--- config.mk ---
export PLATFORM = sky130hd
export DESIGN_NAME = adc_sampler_flat
export DESIGN_NICKNAME = d
export VERILOG_FILES = /design/src/rtl/adc_sampler_pkg.sv /design/src/rtl/adc_sampler_if.sv /design/src/rtl/adc_sampler_fifo.sv /design/src/rtl/adc_sampler.sv /design/src/flat_wrapper.sv
export SDC_FILE = /design/constraint.sdc
export NUM_CORES = 1
export LEC_CHECK = 0
export CAP_MARGIN = 10
export CORE_ASPECT_RATIO = 1.75
export CORE_MARGIN = 10
export CORE_UTILIZATION = 60
export CTS_BUF_LIST = sky130_fd_sc_hd__clkbuf_8
export DETAILED_ROUTE_END_ITERATION = 8
export MAX_ROUTING_LAYER = met4
export PLACE_DENSITY_LB_ADDON = 0.05
export SYNTH_ARGS = -nofsm -noshare
export SYNTH_HDL_FRONTEND = slang
export SYNTH_SLANG_ARGS = --single-unit
--- constraint.sdc ---
create_clock -name clk -period 6 [get_ports clk]
set_clock_uncertainty 0.2 [all_clocks]
set_input_delay 0.6 -clock clk [delete_from_list [all_inputs] [get_ports clk]]
set_output_delay 0.6 -clock clk [all_outputs]
set_load 0.1 [all_outputs]
--- src/rtl/adc_sampler_pkg.sv ---
// rtl/adc_sampler_pkg.sv - shared constants and types for the adc_sampler block
//
// Purpose: result width and FSM state encoding shared by the top, interface and bench.
// Ports: none (package).

package adc_sampler_pkg;

  localparam int ADC_W = 8;

  typedef enum logic [1:0] {
    IDLE    = 2'd0,
    START   = 2'd1,
    CONV    = 2'd2,
    RELEASE = 2'd3
  } sampler_state_t;

endpackage

--- src/rtl/adc_sampler_if.sv ---
// rtl/adc_sampler_if.sv - host/ADC signal bundle for adc_sampler
//
// Purpose: groups the host control, FIFO read side and ADC handshake pins.
// Ports (signals):
//   en, period, single        host trigger controls
//   adc_start, adc_done,
//   adc_data                  ADC macro handshake
//   rd_en, rd_data, empty,
//   full                      result FIFO read side
//   overrun, clr_ovr          sticky drop flag and its clear
//   busy                      sequencer not idle
// Modports: master = host/ADC environment, slave = adc_sampler.

interface adc_sampler_if #(
  parameter int DIV_W = 16
);

  logic                             en;
  logic [DIV_W-1:0]                 period;
  logic                             single;
  logic                             adc_start;
  logic                             adc_done;
  logic [adc_sampler_pkg::ADC_W-1:0] adc_data;
  logic                             rd_en;
  logic [adc_sampler_pkg::ADC_W-1:0] rd_data;
  logic                             empty;
  logic                             full;
  logic                             overrun;
  logic                             clr_ovr;
  logic                             busy;

  modport master (
    output en, period, single, adc_done, adc_data, rd_en, clr_ovr,
    input  adc_start, rd_data, empty, full, overrun, busy
  );

  modport slave (
    input  en, period, single, adc_done, adc_data, rd_en, clr_ovr,
    output adc_start, rd_data, empty, full, overrun, busy
  );

endinterface

--- src/rtl/adc_sampler_fifo.sv ---
// rtl/adc_sampler_fifo.sv - show-ahead result FIFO
//
// Purpose: small synchronous FIFO; the head entry is always visible on rdata_o.
// Ports:
//   clk, rstn       clock, asynchronous active-low reset
//   push_i, wdata_i write request and data (ignored when full unless popping)
//   pop_i           read request (ignored when empty)
//   rdata_o         head entry, 0 while empty
//   full_o, empty_o status flags

module adc_sampler_fifo #(
  parameter int DEPTH = 4,
  parameter int WIDTH = 8
) (
  input  logic             clk,
  input  logic             rstn,
  input  logic             push_i,
  input  logic [WIDTH-1:0] wdata_i,
  input  logic             pop_i,
  output logic [WIDTH-1:0] rdata_o,
  output logic             full_o,
  output logic             empty_o
);

  localparam int AW = $clog2(DEPTH);

  logic [WIDTH-1:0] mem_q [DEPTH];
  logic [AW-1:0]    wr_ptr_q, wr_ptr_d;
  logic [AW-1:0]    rd_ptr_q, rd_ptr_d;
  logic [AW:0]      count_q, count_d;
  logic             wr_ok, rd_ok;

  assign empty_o = (count_q == '0);
  assign full_o  = (count_q == (AW+1)'(DEPTH));
  assign rd_ok   = pop_i && !empty_o;
  // A pop in the same cycle frees the slot, so a full FIFO still accepts.
  assign wr_ok   = push_i && (!full_o || rd_ok);
  assign rdata_o = empty_o ? '0 : mem_q[rd_ptr_q];

  always_comb begin
    wr_ptr_d = wr_ptr_q;
    rd_ptr_d = rd_ptr_q;
    count_d  = count_q;
    // Power-of-two depth: pointers wrap by natural overflow.
    if (wr_ok) wr_ptr_d = wr_ptr_q + AW'(1);
    if (rd_ok) rd_ptr_d = rd_ptr_q + AW'(1);
    case ({wr_ok, rd_ok})
      2'b10:   count_d = count_q + (AW+1)'(1);
      2'b01:   count_d = count_q - (AW+1)'(1);
      default: count_d = count_q;
    endcase
  end

  always_ff @(posedge clk or negedge rstn) begin
    if (!rstn) begin
      wr_ptr_q <= '0;
      rd_ptr_q <= '0;
      count_q  <= '0;
    end else begin
      wr_ptr_q <= wr_ptr_d;
      rd_ptr_q <= rd_ptr_d;
      count_q  <= count_d;
    end
  end

  always_ff @(posedge clk) begin
    if (wr_ok) mem_q[wr_ptr_q] <= wdata_i;
  end

endmodule

--- src/rtl/adc_sampler.sv ---
// rtl/adc_sampler.sv - periodic/one-shot SAR ADC conversion sequencer
//
// Purpose: triggers conversions from a period timer or a single pulse, runs the
// start/done handshake, and buffers results in a show-ahead FIFO.
// Ports:
//   clk   single rising-edge clock
//   rstn  asynchronous active-low reset
//   bus   adc_sampler_if.slave (host controls, ADC pins, FIFO read side, flags)
// Option: ADC_SAMPLER_AVG_EN adds a 2^AVG_LOG2-sample averager ahead of the FIFO.

module adc_sampler
  import adc_sampler_pkg::*;
#(
  parameter int FIFO_DEPTH = 4,
  parameter int DIV_W      = 16,
  parameter int AVG_LOG2   = 2
) (
  input  logic          clk,
  input  logic          rstn,
  adc_sampler_if.slave  bus
);

  sampler_state_t   state_q, state_d;
  logic [DIV_W-1:0] cnt_q, cnt_d;
  logic             pend_tmr_q, pend_tmr_d;
  logic             pend_sgl_q, pend_sgl_d;
  logic             ovr_q, ovr_d;

  logic             tmr_fire, pend, consume;
  logic             adc_start, busy, capture;
  logic             push, pop, drop;
  logic [ADC_W-1:0] push_data;
  logic             fifo_full, fifo_empty;

  // Timer: held at period while disabled, so the first trigger comes a full
  // period after enabling; reset leaves it at 0 for an immediate first trigger.
  always_comb begin
    cnt_d    = cnt_q;
    tmr_fire = 1'b0;
    if (!bus.en) begin
      cnt_d = bus.period;
    end else if (cnt_q == '0) begin
      tmr_fire = 1'b1;
      cnt_d    = bus.period;
    end else begin
      cnt_d = cnt_q - DIV_W'(1);
    end
  end

  // Timer and single requests are tracked apart so that disabling the timer
  // cannot swallow a pending one-shot request. A new trigger beats the clear.
  assign pend    = pend_tmr_q || pend_sgl_q;
  assign consume = (state_q == IDLE) && pend;

  always_comb begin
    pend_tmr_d = pend_tmr_q;
    pend_sgl_d = pend_sgl_q;
    if (tmr_fire)                 pend_tmr_d = 1'b1;
    else if (consume || !bus.en)  pend_tmr_d = 1'b0;
    if (bus.single)               pend_sgl_d = 1'b1;
    else if (consume)             pend_sgl_d = 1'b0;
  end

  // FSM state register
  always_ff @(posedge clk or negedge rstn) begin
    if (!rstn) state_q <= IDLE;
    else       state_q <= state_d;
  end

  // FSM next state
  always_comb begin
    state_d = state_q;
    case (state_q)
      IDLE:    if (pend) state_d = START;
      START:   state_d = CONV;
      CONV:    if (bus.adc_done) state_d = RELEASE;
      RELEASE: if (!bus.adc_done) state_d = IDLE;
      default: state_d = IDLE;
    endcase
  end

  // FSM outputs
  always_comb begin
    adc_start = 1'b0;
    busy      = 1'b1;
    capture   = 1'b0;
    case (state_q)
      IDLE:    busy = 1'b0;
      START:   adc_start = 1'b1;
      CONV: begin
        adc_start = 1'b1;
        capture   = bus.adc_done;
      end
      default: ;
    endcase
  end

`ifdef ADC_SAMPLER_AVG_EN
  localparam int ACC_W = ADC_W + AVG_LOG2;

  logic [ACC_W-1:0]    acc_q, acc_d, acc_sum;
  logic [AVG_LOG2-1:0] avg_cnt_q, avg_cnt_d;

  always_comb begin
    acc_sum   = acc_q + ACC_W'(bus.adc_data);
    acc_d     = acc_q;
    avg_cnt_d = avg_cnt_q;
    push      = 1'b0;
    push_data = '0;
    if (capture) begin
      if (avg_cnt_q == '1) begin
        push      = 1'b1;
        push_data = ADC_W'(acc_sum >> AVG_LOG2);
        acc_d     = '0;
        avg_cnt_d = '0;
      end else begin
        acc_d     = acc_sum;
        avg_cnt_d = avg_cnt_q + AVG_LOG2'(1);
      end
    end else if (!bus.en && (state_q == IDLE)) begin
      // Stopping the timer discards a partial average.
      acc_d     = '0;
      avg_cnt_d = '0;
    end
  end

  always_ff @(posedge clk or negedge rstn) begin
    if (!rstn) begin
      acc_q     <= '0;
      avg_cnt_q <= '0;
    end else begin
      acc_q     <= acc_d;
      avg_cnt_q <= avg_cnt_d;
    end
  end
`else
  assign push      = capture;
  assign push_data = bus.adc_data;
`endif

  assign pop   = bus.rd_en && !fifo_empty;
  assign drop  = push && fifo_full && !pop;
  // Set wins over clear in the same cycle.
  assign ovr_d = drop || (ovr_q && !bus.clr_ovr);

  always_ff @(posedge clk or negedge rstn) begin
    if (!rstn) begin
      cnt_q      <= '0;
      pend_tmr_q <= 1'b0;
      pend_sgl_q <= 1'b0;
      ovr_q      <= 1'b0;
    end else begin
      cnt_q      <= cnt_d;
      pend_tmr_q <= pend_tmr_d;
      pend_sgl_q <= pend_sgl_d;
      ovr_q      <= ovr_d;
    end
  end

  adc_sampler_fifo #(
    .DEPTH (FIFO_DEPTH),
    .WIDTH (ADC_W)
  ) u_fifo (
    .clk     (clk),
    .rstn    (rstn),
    .push_i  (push),
    .wdata_i (push_data),
    .pop_i   (bus.rd_en),
    .rdata_o (bus.rd_data),
    .full_o  (fifo_full),
    .empty_o (fifo_empty)
  );

  assign bus.adc_start = adc_start;
  assign bus.busy      = busy;
  assign bus.empty     = fifo_empty;
  assign bus.full      = fifo_full;
  assign bus.overrun   = ovr_q;

endmodule
--- src/flat_wrapper.sv ---
// flat-port wrapper written by rule: the top's interface ports become plain ports
module adc_sampler_flat import adc_sampler_pkg::*;
#(
  parameter int FIFO_DEPTH = 4,
  parameter int DIV_W      = 16,
  parameter int AVG_LOG2   = 2
)
  (clk, rstn, bus_en, bus_period, bus_single, bus_adc_done, bus_adc_data, bus_rd_en, bus_clr_ovr, bus_adc_start, bus_rd_data, bus_empty, bus_full, bus_overrun, bus_busy);
  adc_sampler_if #(.DIV_W(DIV_W)) bus_i ();
  input  logic clk;
  input  logic rstn;
  input wire logic [$bits(bus_i.en)-1:0] bus_en;
  input wire logic [$bits(bus_i.period)-1:0] bus_period;
  input wire logic [$bits(bus_i.single)-1:0] bus_single;
  input wire logic [$bits(bus_i.adc_done)-1:0] bus_adc_done;
  input wire logic [$bits(bus_i.adc_data)-1:0] bus_adc_data;
  input wire logic [$bits(bus_i.rd_en)-1:0] bus_rd_en;
  input wire logic [$bits(bus_i.clr_ovr)-1:0] bus_clr_ovr;
  output wire logic [$bits(bus_i.adc_start)-1:0] bus_adc_start;
  output wire logic [$bits(bus_i.rd_data)-1:0] bus_rd_data;
  output wire logic [$bits(bus_i.empty)-1:0] bus_empty;
  output wire logic [$bits(bus_i.full)-1:0] bus_full;
  output wire logic [$bits(bus_i.overrun)-1:0] bus_overrun;
  output wire logic [$bits(bus_i.busy)-1:0] bus_busy;
  assign bus_i.en = bus_en;
  assign bus_i.period = bus_period;
  assign bus_i.single = bus_single;
  assign bus_i.adc_done = bus_adc_done;
  assign bus_i.adc_data = bus_adc_data;
  assign bus_i.rd_en = bus_rd_en;
  assign bus_i.clr_ovr = bus_clr_ovr;
  assign bus_adc_start = bus_i.adc_start;
  assign bus_rd_data = bus_i.rd_data;
  assign bus_empty = bus_i.empty;
  assign bus_full = bus_i.full;
  assign bus_overrun = bus_i.overrun;
  assign bus_busy = bus_i.busy;
  adc_sampler #(.FIFO_DEPTH(FIFO_DEPTH), .DIV_W(DIV_W), .AVG_LOG2(AVG_LOG2)) u_core (.clk(clk), .rstn(rstn), .bus(bus_i));
endmodule
Word-level counts from Yosys, hierarchy flattened
Memories as Yosys holds them, arrays and structs flattened.
Cells that the tools add are included.
{"block": "totals", "output_inout_bits": 13, "regBits": 28, "input_bits": 31, "word_cells": 65, "n_memories": 1, "mem_bits_rw": 32}
{"memory": "u_core.u_fifo.mem_q", "words": 4, "width": 8, "read_ports": 1, "rd_ports_with_merged_regs": 0, "write_ports": 1, "line": "adc_sampler_fifo.sv:27", "text": "logic [WIDTH-1:0] mem_q [DEPTH];"}
{"block": "op_classes", "n_reduce_logical": 23, "n_addsub": 5, "muxes": 19, "eq_ne": 9}
{"op": "16-bit 2-to-1 mux", "n": 2}
{"op": "16-bit logical NOT", "n": 1}
{"op": "16-bit by 1-bit subtractor with 16-bit output, second input constant", "n": 1}
{"op": "1-bit 2-to-1 mux", "n": 11}
{"op": "8-bit 2-to-1 mux", "n": 1}
{"op": "2-bit case mux with 4 select lines", "n": 1}
{"op": "2-bit == test, second input constant", "n": 3}
{"op": "1-bit logical AND", "n": 6}
{"op": "2-bit 2-to-1 mux", "n": 3}
{"op": "3-bit case mux with 2 select lines", "n": 1}
{"op": "2-bit nonzero test", "n": 3}
{"op": "1-bit logical NOT", "n": 5}
{"op": "2-bit by 1-bit adder with 2-bit output, second input constant", "n": 2}
{"op": "2-bit by 1-bit == test with 1-bit output, second input constant", "n": 2}
{"op": "1-bit logical OR", "n": 4}
{"op": "2-bit inequality test, second input constant", "n": 2}
{"op": "3-bit by 1-bit adder with 3-bit output, second input constant", "n": 1}
{"op": "3-bit == test, second input constant", "n": 1}
{"op": "3-bit logical NOT", "n": 1}
{"op": "3-bit AND reduction", "n": 1}
{"op": "3-bit by 1-bit subtractor with 3-bit output, second input constant", "n": 1}
{"op": "2-bit logical NOT", "n": 1}
{"op": "2-bit by 1-bit inequality test with 1-bit output, second input constant", "n": 1}
{"op": "2-bit OR reduction", "n": 1}

Logic depth before layout (Yosys ltp)
Gate-level depths: netlist of the first run.
{"block": "depth", "word_depth": 7, "ltp_mapped": 9, "mapped_depth_nobuf": 9}

Modules after synthesis
A second synthesis of the first run with hierarchy kept.
{"block": "unflattened", "hier_cells": 202, "hier_area_um2": 2912.8}
{"module": "adc_sampler_fifo", "seq_area_each_um2": 1136.1, "area_per_inst_um2": 1645.3, "instances": 1, "cells_per_inst": 90}
{"module": "adc_sampler", "seq_area_each_um2": 525.5, "area_per_inst_um2": 1267.5, "instances": 1, "cells_per_inst": 112}

Least setup slack after synthesis of the first run
OpenSTA, ideal clock, no wires.
{"block": "synth_timing", "path_kind": "reg2reg", "from": "register u_core.u_fifo.count_q[1]", "to": "memory u_core.u_fifo.mem_q[0][0] (enable)", "synth_period_minus_slack_ns": 3.913, "t_required_ns": 5.523, "slack_ns": 2.087, "setup_ns": 0.277, "path_stages_with_launch": 5, "t_arrival_ns": 3.436, "n_path_buf": 0, "path_cell_list": "dfrtp_1 nor3b_1 nand2b_1 nor2b_1 and2_1"}
{"block": "synth_via", "elab_cells_between_ends": 9, "cone_classes": "1 x eq/ne; 2 x mux; 6 x reduce/logical"}
{"element": "from (decl)", "line": "adc_sampler_fifo.sv:30", "text": "logic [AW:0] count_q, count_d;"}
{"element": "from (signal assigned)", "line": "adc_sampler_fifo.sv:62", "text": "count_q <= count_d;"}
{"element": "3-bit == test", "line": "adc_sampler_fifo.sv:34", "text": "assign full_o = (count_q == (AW+1)'(DEPTH));"}
{"element": "named net bus_full", "line": "flat_wrapper.sv:22", "text": "output wire logic [$bits(bus_i.full)-1:0] bus_full;"}
{"element": "1-bit logical NOT", "line": "adc_sampler_fifo.sv:37", "text": "assign wr_ok = push_i && (!full_o || rd_ok);"}
{"element": "1-bit logical OR", "line": "adc_sampler_fifo.sv:37"}
{"element": "1-bit logical AND", "line": "adc_sampler_fifo.sv:37"}
{"element": "1-bit 2-to-1 mux", "line": "adc_sampler_fifo.sv:67", "text": "if (wr_ok) mem_q[wr_ptr_q] <= wdata_i;"}
{"element": "1-bit 2-to-1 mux (implied by the code)", "line": "adc_sampler_fifo.sv:67"}
{"element": "to (decl)", "line": "adc_sampler_fifo.sv:27"}
The timed path passes the listed nets, and every way through them passes these cells.

Worst setup path in the final report of the first run
{"block": "layout_timing", "from": "register u_core.u_fifo.rd_ptr_q[0]", "to": "output port bus_rd_data[0]"}
{"block": "layout_via", "elab_chain_cells": 2}
{"element": "from (decl)", "line": "adc_sampler_fifo.sv:29", "text": "logic [AW-1:0] rd_ptr_q, rd_ptr_d;"}
{"element": "from (signal assigned)", "line": "adc_sampler_fifo.sv:61", "text": "rd_ptr_q <= rd_ptr_d;"}
{"element": "memory 4 x 8 bit"}
{"element": "8-bit 2-to-1 mux", "line": "adc_sampler_fifo.sv:38", "text": "assign rdata_o = empty_o ? '0 : mem_q[rd_ptr_q];"}
{"element": "to (decl)", "line": "flat_wrapper.sv:20", "text": "output wire logic [$bits(bus_i.rd_data)-1:0] bus_rd_data;"}
Every way passes these cells.

==> results of run 1 <==
-- layout make-up --
class / instances / area [um^2]
clock buffer: 10 / 137.6
sequential: 60 / 1662
multi-input combinational: 139 / 1137
timing repair buffer: 45 / 445.4
fill: 286 / 1117
clock inverter: 6 / 56.30
inverter: 12 / 45.04
tap: 52 / 65.06
-- final timing paths --
check / start / to / slack [ns] / cells after the start
worst max register to register: u_core.state_q[0] / u_core.u_fifo.count_q[2] / 3.42 / 9
worst max-delay path: u_core.u_fifo.rd_ptr_q[0] / bus_rd_data[0] / 2.46 / 3
worst min register to register: u_core.pend_sgl_q / u_core.pend_sgl_q / 0.29 / 1
min in group asynchronous: rstn / u_core.bus.overrun / 0.46 / 2
worst min-delay path: u_core.pend_sgl_q / u_core.pend_sgl_q / 0.29 / 1
max in group asynchronous: rstn / u_core.cnt_q[10] / 4.87 / 2
-- layout by cell type, fill, tap and decap left out, types with 2 or more instances in the layout --
cell type | Yosys | final
clkinv_2 | 0 | 3
or3_1 | 3 | 3
nor3b_1 | 2 | 2
xor2_1 | 6 | 6
and2_1 | 12 | 12
or4_4 | 2 | 2
edfxtp_1 | 32 | 32
xnor2_1 | 12 | 12
mux4_2 | 8 | 8
buf_4 | 0 | 2
nor2_1 | 4 | 4
nor2b_1 | 2 | 2
nor4_1 | 6 | 6
inv_1 | 12 | 13
clkdlybuf4s50_1 | 0 | 43
nand3_1 | 4 | 4
dfrtp_1 | 28 | 28
clkbuf_8 | 0 | 10
a21oi_1 | 3 | 3
nand2_1 | 20 | 20
nor3_1 | 3 | 3
o21ai_2 | 15 | 15
and3_1 | 2 | 2
o21ai_0 | 6 | 6
ha_1 | 9 | 9
-- through the flow --
step / utilization (%) / total power, mW
floorplan: - / 1.273
global placement: 71.90 / 1.451
detailed placement: 71.90 / 1.468
CTS: 76.05 / 1.817
global route: 76.05 / 1.887
finish: 76.05 / 1.793
-- sequential cells by signal (all words and copies together), names as in the netlist --
name                    flops
u_core.u_fifo.mem_q        32
u_core.cnt_q               16
u_core.u_fifo.count_q       3
u_core.state_q              2
u_core.u_fifo.rd_ptr_q      2
u_core.u_fifo.wr_ptr_q      2
u_core.bus.overrun          1
u_core.pend_sgl_q           1
u_core.pend_tmr_q           1
-- power by group --
| part | total (mW) | switching, mW | internal, mW |
|---|---|---|---|
| Clock | 0.342 | 0.143 | 0.199 |
| Sequential | 0.578 | 0.0742 | 0.504 |
| Combinational | 0.873 | 0.598 | 0.275 |
-- logic make-up after synthesis --
| group | after synthesis | synth area share, % |
|---|---|---|
| and+or+nand+nor | 65 | 12.31 |
| DFF | 60 | 57.34 |
| AOI/OAI and AO/OA | 36 | 9.975 |
| buffers and inverters | 20 | 3.411 |
| xor gates and xnor gates | 18 | 5.440 |
| muxes | 10 | 6.952 |
| adders and majority gates | 10 | 4.577 |
-- per-layer routing --
layer	GRT usage, %	wire length [um]	share of wire (%)	vias up
met2	24.16	2886	58	48
met3	3.378	180	3.6	10
met4	7.125	96	1.9	0
met1	13.40	1852	37	852
met5	-	0	0	-
li1	-	-	-	887
-- worst max-delay path, cell delays in order, from the launching register on --
cell             delay, ns
dfrtp_1               0.71
mux4_2                0.56
and2_1                0.17
clkdlybuf4s50_1       0.96
==> impl_metrics.json, run 1 <==
{
  "ys_types": 44,
  "synth_edf_count": 32,
  "yosys-top-cells-area": "edfxtp_1, dfrtp_1, mux4_2, o21ai_2, ha_1",
  "root_buffer": "clkbuf_8",
  "outcome": "completed",
  "dr.first_iter.drc_count": 35,
  "cts_resized": 0,
  "clock_latency_ns": 0.32,
  "synthToLayoutAreaGrowth_pct": 22.45,
  "leakage_nw": 1.356,
  "synth_area_mm2": 0.002898,
  "dp_slack_ns": 2.767,
  "syn_area_per_cell_um2": 13.23,
  "cts.sinks": 60,
  "vias_per_cell": 5.546,
  "setup-violations-final": 0,
  "yosys.area.top_type": "edfxtp_1",
  "vias": 1797,
  "place_area_mm2": 0.003354,
  "final_nets": 308,
  "seq_area_frac_synth_pct": 57.34,
  "placementRows": 33,
  "routedWlPerCell_um": 15.48,
  "grt_overflow": 0,
  "die_area_mm2": 0.008119,
  "cts_max_level": 3,
  "grt_pass1_vias": 1975,
  "yosys_register_bits": 60,
  "cts_hold_buffers": 0,
  "rsz0062_at_grt": "false",
  "ys.warnings.count": 0,
  "gp_congestion": 0.8005,
  "worst_pin_slew_ns": 0.9768,
  "cp.required_ns": 5.20,
  "die_h_um": 111.9,
  "yosysTopAreaCellShare_pct": 33.16,
  "start_util_pct": 62.11,
  "clk_path_buf_depth": 2,
  "fin_crit_sh_pct": 58.99,
  "syn_nets": 260,
  "maxCapViolations": 0,
  "drt-total-wl_um": 5015,
  "fin_cells": 324,
  "max-vdd-ir-drop_mv": 0.5572,
  "synth_top_cells_by_count": "edfxtp_1, dfrtp_1, nand2_1",
  "max_freq_mhz": 282.5,
  "worst_setup_path_start_kind": "register",
  "io_pins": 44,
  "dp_cells": 308,
  "synthFlopType": "edfxtp_1",
  "finalSetupTns_ns": 0,
  "netlist_instances": 219,
  "coreArea_mm2": 0.004666,
  "cts_made_buffers": 9,
  "fin_ws_ns": 2.461,
  "power_density_mw_per_mm2": 505.3,
  "die_x_um": 72.54,
  "yosysMostFrequentCell": "edfxtp_1",
  "dp_hpwl_um": 3926,
  "grt_usage_pct": 13.83,
  "num_antenna_cells": 0,
  "relSlewSlack_pct": 34.68,
  "cp_max_fo": 10,
  "slew_viol_final": 0,
  "critPathKind": "register to output port",
  "hold_violations": 0,
  "async_flop_share_pct": 46.67,
  "grt_max_degree": 30,
  "hold_class": "register to register",
  "antenna_found_initial": 0,
  "crit_arrival_ns": 2.74,
  "path_clk_slew_ns": 0.06,
  "cts_tree": "yes",
  "drive_gt1_share_pct": 16.54,
  "end_kind": "output port",
  "fin_crit_ns": 3.539,
  "cts_setup_buffers": 0,
  "ant_nets": 0,
  "port_buffers": 43,
  "firstDrtPassIters": 4,
  "hold_ws_ns": 0.2939,
  "stdcell_area_mm2": 0.003548,
  "grt_pass1_wl_um": 8735,
  "drcViolationCount": 0
}
Note: power is estimated with default switching activity, not from simulation.
==> inputs of run 2 (changes only) <==
--- a/config.mk
+++ b/config.mk
@@ -8,7 +8,7 @@
 export CAP_MARGIN = 10
 export CORE_ASPECT_RATIO = 1.75
 export CORE_MARGIN = 10
-export CORE_UTILIZATION = 60
+export CORE_UTILIZATION = 56
 export CTS_BUF_LIST = sky130_fd_sc_hd__clkbuf_8
 export DETAILED_ROUTE_END_ITERATION = 8
 export MAX_ROUTING_LAYER = met4
==> constraint.sdc (replaced) <==
create_clock -name clk -period 3.4 [get_ports clk]
set_clock_uncertainty 0.2 [all_clocks]
set_input_delay 0.34 -clock clk [delete_from_list [all_inputs] [get_ports clk]]
set_output_delay 0.34 -clock clk [all_outputs]
set_load 0.1 [all_outputs]
==> impl_metrics.json, run 2 (synthesis gave the netlist of run 1 again) <==
{
  "grt_pass1_vias": 1922,
  "maxCapViolations": 0,
  "dr.first_iter.drc_count": 91,
  "grt_pass1_wl_um": 8983,
  "die_x_um": 74.38,
  "grt_overflow": 0,
  "clk_path_buf_depth": 2,
  "cts_resized": 0,
  "cp.required_ns": 3.41,
  "routedWlPerCell_um": 16.23,
  "top_usage_layer": "met2",
  "relSlewSlack_pct": 34.95,
  "cts_tree": "yes",
  "largest_register_ffs": 32,
  "crit_chain": "inv_1, ha_1, nand2_1, and3_1, inv_1, fa_1, or3_1, a21boi_0, o21ai_0",
  "place_area_mm2": 0.003332,
  "slew_viol_final": 0,
  "p_comb_share_pct": 48.2,
  "critPathMaxStageDelay_ns": 0.42,
  "critPathSlowestCell": "fa_1",
  "synthToLayoutAreaGrowth_pct": 21.59,
  "grt_usage_pct": 13.92,
  "clock_latency_ns": 0.34,
  "max-vdd-ir-drop_mv": 0.9671,
  "leakage_nw": 1.360,
  "firstDrtPassIters": 6,
  "clkPwrFrac_pct": 19.3,
  "drt-total-wl_um": 5291,
  "die_area_mm2": 0.008565,
  "stdcell_area_mm2": 0.003523,
  "power_switching_share_pct": 46.75,
  "layout_common_cells": "edfxtp_1, clkdlybuf4s50_1, dfrtp_1, nand2_1, o21ai_2",
  "power_density_mw_per_mm2": 894.4,
  "utilization_pct": 70.79,
  "max_freq_mhz": 380.0,
  "path_delay_family": "simple AND/OR/NAND/NOR gates",
  "placementRows": 34,
  "critPathKind": "register to register",
  "worst-path-buf-inv": 2,
  "gp_congestion": 0.8037,
  "end_kind": "register",
  "crit_arrival_ns": 2.64,
  "p_int_mw": 1.678,
  "drcViolationCount": 0,
  "cts.sinks": 60,
  "die_h_um": 115.2,
  "antenna_found_initial": 0,
  "hold_class": "input port to asynchronous set/reset pin",
  "regMostFlops": "u_core.u_fifo.mem_q",
  "cts_hold_buffers": 0,
  "final_nets": 308,
  "start_util_pct": 58.22,
  "setup-violations-final": 0,
  "fin_crit_sh_pct": 77.41,
  "grt_use_met3_pct": 4.142,
  "path_common_cell": "inv_1",
  "coreArea_mm2": 0.004977,
  "worst_pin_slew_ns": 0.9726,
  "biggestRegsByFlops": "u_core.u_fifo.mem_q x32, u_core.cnt_q x16, u_core.u_fifo.count_q x3",
  "p_switching_mw": 1.473,
  "drive_gt1_share_pct": 21.69,
  "vias": 1827,
  "dp_hpwl_um": 4042,
  "rsz0062_at_grt": "false",
  "final_common_cell": "edfxtp_1",
  "cts_max_level": 3,
  "cp_max_fo": 8,
  "cts_setup_buffers": 0,
  "port_buffers": 43,
  "hold_violations": 0,
  "cts_made_buffers": 9,
  "io_pins": 44,
  "grt_max_degree": 29,
  "path_clk_slew_ns": 0.07,
  "worst_setup_path_start_kind": "register",
  "num_antenna_cells": 0,
  "vias_per_cell": 5.604,
  "pwr-share-seq_pct": 32.4,
  "use_met1_pct": 14.56,
  "root_buffer": "clkbuf_8",
  "ant_nets": 0,
  "outcome": "completed",
  "finalSetupTns_ns": 0,
  "fin_crit_ns": 2.632,
  "use_met2_pct": 23.26
}
## run 2: path summary, 6_finish.rpt
kind	from	to	slack [ns]	cells after the start
setup / recovery	u_core.state_q[0]	u_core.u_fifo.count_q[2]	0.77	9
hold / removal	rstn	u_core.pend_tmr_q	0.18	2
setup reg to reg	u_core.state_q[0]	u_core.u_fifo.count_q[2]	0.77	9
hold reg to reg	u_core.pend_sgl_q	u_core.pend_sgl_q	0.30	1
max in group asynchronous	rstn	u_core.cnt_q[0]	2.54	2
min in group clk	u_core.pend_sgl_q	u_core.pend_sgl_q	0.30	1
## run 2: through the flow
| stage | total power, mW | hold slack [ns] | instances | setup slack (ns) |
|---|---|---|---|---|
| finish | 3.151 | 0.1843 | 326 | 0.7682 |
| global route | 3.326 | 0.2207 | 326 | 0.6437 |
| CTS | 3.186 | 0.1832 | 326 | 0.7840 |
| detailed placement | 2.571 | 0.2781 | 310 | 0.6255 |
| global placement | 2.548 | 0.2640 | 310 | 0.7742 |
| floorplan | 2.251 | -0.1556 | 219 | 0.5799 |
## run 2: per-layer routing
| layer | up-vias | share of wire [%] |
|---|---|---|
| li1 | 888 | - |
| met1 | 878 | 37 |
| met2 | 50 | 56 |
| met3 | 11 | 4.7 |
| met4 | 0 | 2.1 |
| met5 | - | 0 |
## run 2: power by group through the flow
stage / clock [mW] / combinational, mW / sequential, mW
2_1_floorplan: 0 / 1.28 / 0.975
3_3_place_gp: 0 / 1.51 / 1.03
3_5_place_dp: 0 / 1.53 / 1.04
4_1_cts: 0.623 / 1.54 / 1.03
5_1_grt: 0.667 / 1.61 / 1.04
6_report: 0.610 / 1.52 / 1.02
## run 2: area by class of cell
class | count | area, um^2
Multi-Input combinational cell | 139 | 1142
Clock inverter | 7 | 67.56
Inverter | 12 | 45.04
Sequential cell | 60 | 1662
Tap cell | 54 | 67.56
Fill cell | 357 | 1454
Timing Repair Buffer | 45 | 415.4
Clock buffer | 9 | 123.9
==> inputs of run 3 (changes only) <==
--- a/config.mk
+++ b/config.mk
@@ -8,7 +8,7 @@
 export CAP_MARGIN = 10
 export CORE_ASPECT_RATIO = 1.75
 export CORE_MARGIN = 10
-export CORE_UTILIZATION = 56
+export CORE_UTILIZATION = 50
 export CTS_BUF_LIST = sky130_fd_sc_hd__clkbuf_8
 export DETAILED_ROUTE_END_ITERATION = 8
 export MAX_ROUTING_LAYER = met4
==> constraint.sdc (replaced) <==
create_clock -name clk -period 2.4 [get_ports clk]
set_clock_uncertainty 0.2 [all_clocks]
set_input_delay 0.24 -clock clk [delete_from_list [all_inputs] [get_ports clk]]
set_output_delay 0.24 -clock clk [all_outputs]
set_load 0.1 [all_outputs]
==> impl_metrics.json, run 3 (synthesis gave the netlist of run 1 again) <==
{
  "outcome": "completed",
  "relSlewSlack_pct": 71.88,
  "r2r_end": "u_core.u_fifo.count_q[1]",
  "firstDrtPassIters": 4,
  "worst_setup_path_start_kind": "register",
  "regMostFlops": "u_core.u_fifo.mem_q",
  "coreArea_mm2": 0.005585,
  "cp.required_ns": 1.96,
  "cts_hold_buffers": 0,
  "drcViolationCount": 0,
  "grt_overflow": 0,
  "end_kind": "output port",
  "cts_tree": "yes",
  "setup-violations-final": 0,
  "cp_max_fo": 8,
  "worst_pin_slew_ns": 0.4218,
  "cts_setup_buffers": 0,
  "port_buffers": 43,
  "dp_hpwl_um": 4163,
  "slew_viol_final": 0,
  "vias_per_cell": 5.169,
  "start_util_pct": 51.88,
  "critPathKind": "register to output port",
  "reg2reg_depth": 7,
  "critPathMaxStageDelay_ns": 0.51,
  "leakage_nw": 1.498,
  "final_nets": 321,
  "crit_arrival_ns": 1.83,
  "final_common_cell": "edfxtp_1",
  "hold_violations": 0,
  "clk_path_buf_depth": 2,
  "rsz0062_at_grt": "false",
  "hold_class": "input port to asynchronous set/reset pin",
  "root_buffer": "clkbuf_8",
  "ant_nets": 0,
  "cts_max_level": 3,
  "maxCapViolations": 0,
  "biggestRegsByFlops": "u_core.u_fifo.mem_q x32, u_core.cnt_q x16, u_core.u_fifo.count_q x3",
  "crit_chain": "buf_4, mux4_2, and2_1, buf_12",
  "io_pins": 44,
  "drive_gt1_share_pct": 27.02,
  "fin_crit_sh_pct": 94.69,
  "dr.first_iter.drc_count": 130,
  "gp_congestion": 0.8638,
  "cts_resized": 0,
  "cts.sinks": 60,
  "cp-endpoint": "bus_rd_data[2]",
  "die_h_um": 120.7,
  "clock_latency_ns": 0.33,
  "reg2reg_from": "u_core.u_fifo.count_q[1]",
  "antenna_found_initial": 0,
  "die_area_mm2": 0.009360,
  "vias": 1866,
  "max-vdd-ir-drop_mv": 0.7797,
  "grt_max_degree": 32,
  "finalSetupTns_ns": 0,
  "grt_usage_pct": 12.71,
  "die_x_um": 77.55,
  "max_freq_mhz": 440.1,
  "synthToLayoutAreaGrowth_pct": 32.25,
  "drt-total-wl_um": 5396,
  "routedWlPerCell_um": 14.95,
  "critPathSlowestCell": "mux4_2",
  "reg2reg_slack_ns": 0.16,
  "crit_path_start": "u_core.u_fifo.rd_ptr_q[0]",
  "power_density_mw_per_mm2": 1334,
  "num_antenna_cells": 0,
  "layout_common_cells": "edfxtp_1, clkdlybuf4s50_1, dfrtp_1, nand2_1, buf_4",
  "grt_pass1_wl_um": 9411,
  "cts_made_buffers": 9,
  "fin_crit_ns": 2.272,
  "largest_register_ffs": 32,
  "utilization_pct": 68.62,
  "path_clk_slew_ns": 0.07,
  "placementRows": 36,
  "grt_pass1_vias": 2025
}
[run 3: cell count changes in the layout (fill, tap and decap cells not counted), sizes merged]
| cell | before | now |
|---|---|---|
| buf | 14 | 28 |
| bufinv | 1 | 3 |
| clkinvlp | 3 | 1 |
| clkdlybuf4s50 | 31 | 30 |
[run 3: cell type report]
class,instances,area (um^2)
Timing Repair Buffer,58,635.6
Inverter,12,45.04
Sequential cell,60,1662
Clock inverter,7,115.1
Multi-Input combinational cell,139,1156
Fill cell,442,1753
Clock buffer,9,123.9
Tap cell,76,95.09
[run 3: how the worst min path moves through the flow]
stage	depth (start not counted)	endpoint	slack [ns]	startpoint
after floorplan	0	u_core.bus.overrun	-0.26	rstn
after global placement	1	u_core.pend_sgl_q	0.27	u_core.pend_sgl_q
after detailed placement	1	u_core.pend_sgl_q	0.27	u_core.pend_sgl_q
after CTS	2	u_core.cnt_q[7]	0.09	rstn
after global routing	2	u_core.cnt_q[6]	0.11	rstn
final	2	u_core.cnt_q[7]	0.08	rstn
[run 3: metrics by stage]
| stage | cells | total power [mW] | cell area, um^2 | worst slack [ns] | hold WS (ns) |
|---|---|---|---|---|---|
| 6_report | 361 | 5.114 | 3832 | 0.1275 | 0.08180 |
| 5_1_grt | 361 | 5.376 | 3832 | 0.01936 | 0.1137 |
| 4_1_cts | 361 | 5.177 | 3830 | 0.08120 | 0.09078 |
| 3_5_place_dp | 345 | 4.088 | 3591 | 0.06003 | 0.2698 |
| 3_3_place_gp | 345 | 4.050 | 3591 | 0.09406 | 0.2662 |
| 2_1_floorplan | 219 | 3.206 | 2914 | 0.001959 | -0.2556 |
[run 3: worst max-delay path: cells and delay by family, from the launching register on]
| family | cells | cell delay, ns |
|---|---|---|
| flops | 1 | 0.39 |
| simple gates | 1 | 0.20 |
| buf+inv | 2 | 0.40 |
| mux | 1 | 0.51 |
[run 3: report_power, final]
group	switching [mW]	internal (mW)	total, mW
Clock	0.395	0.686	1.08
Sequential	0.130	1.26	1.39
Combinational	1.65	0.996	2.64
[run 3: metal layers]
layer / wire, um / up-vias / share of wire (%) / global-route usage, %
met1: 2089 / 900 / 39 / 12.77
met4: 76 / 0 / 1.4 / 5.505
li1: - / 919 / - / -
met3: 194 / 9 / 3.6 / 2.967
met2: 3036 / 38 / 56 / 22.85
met5: 0 / - / 0 / -
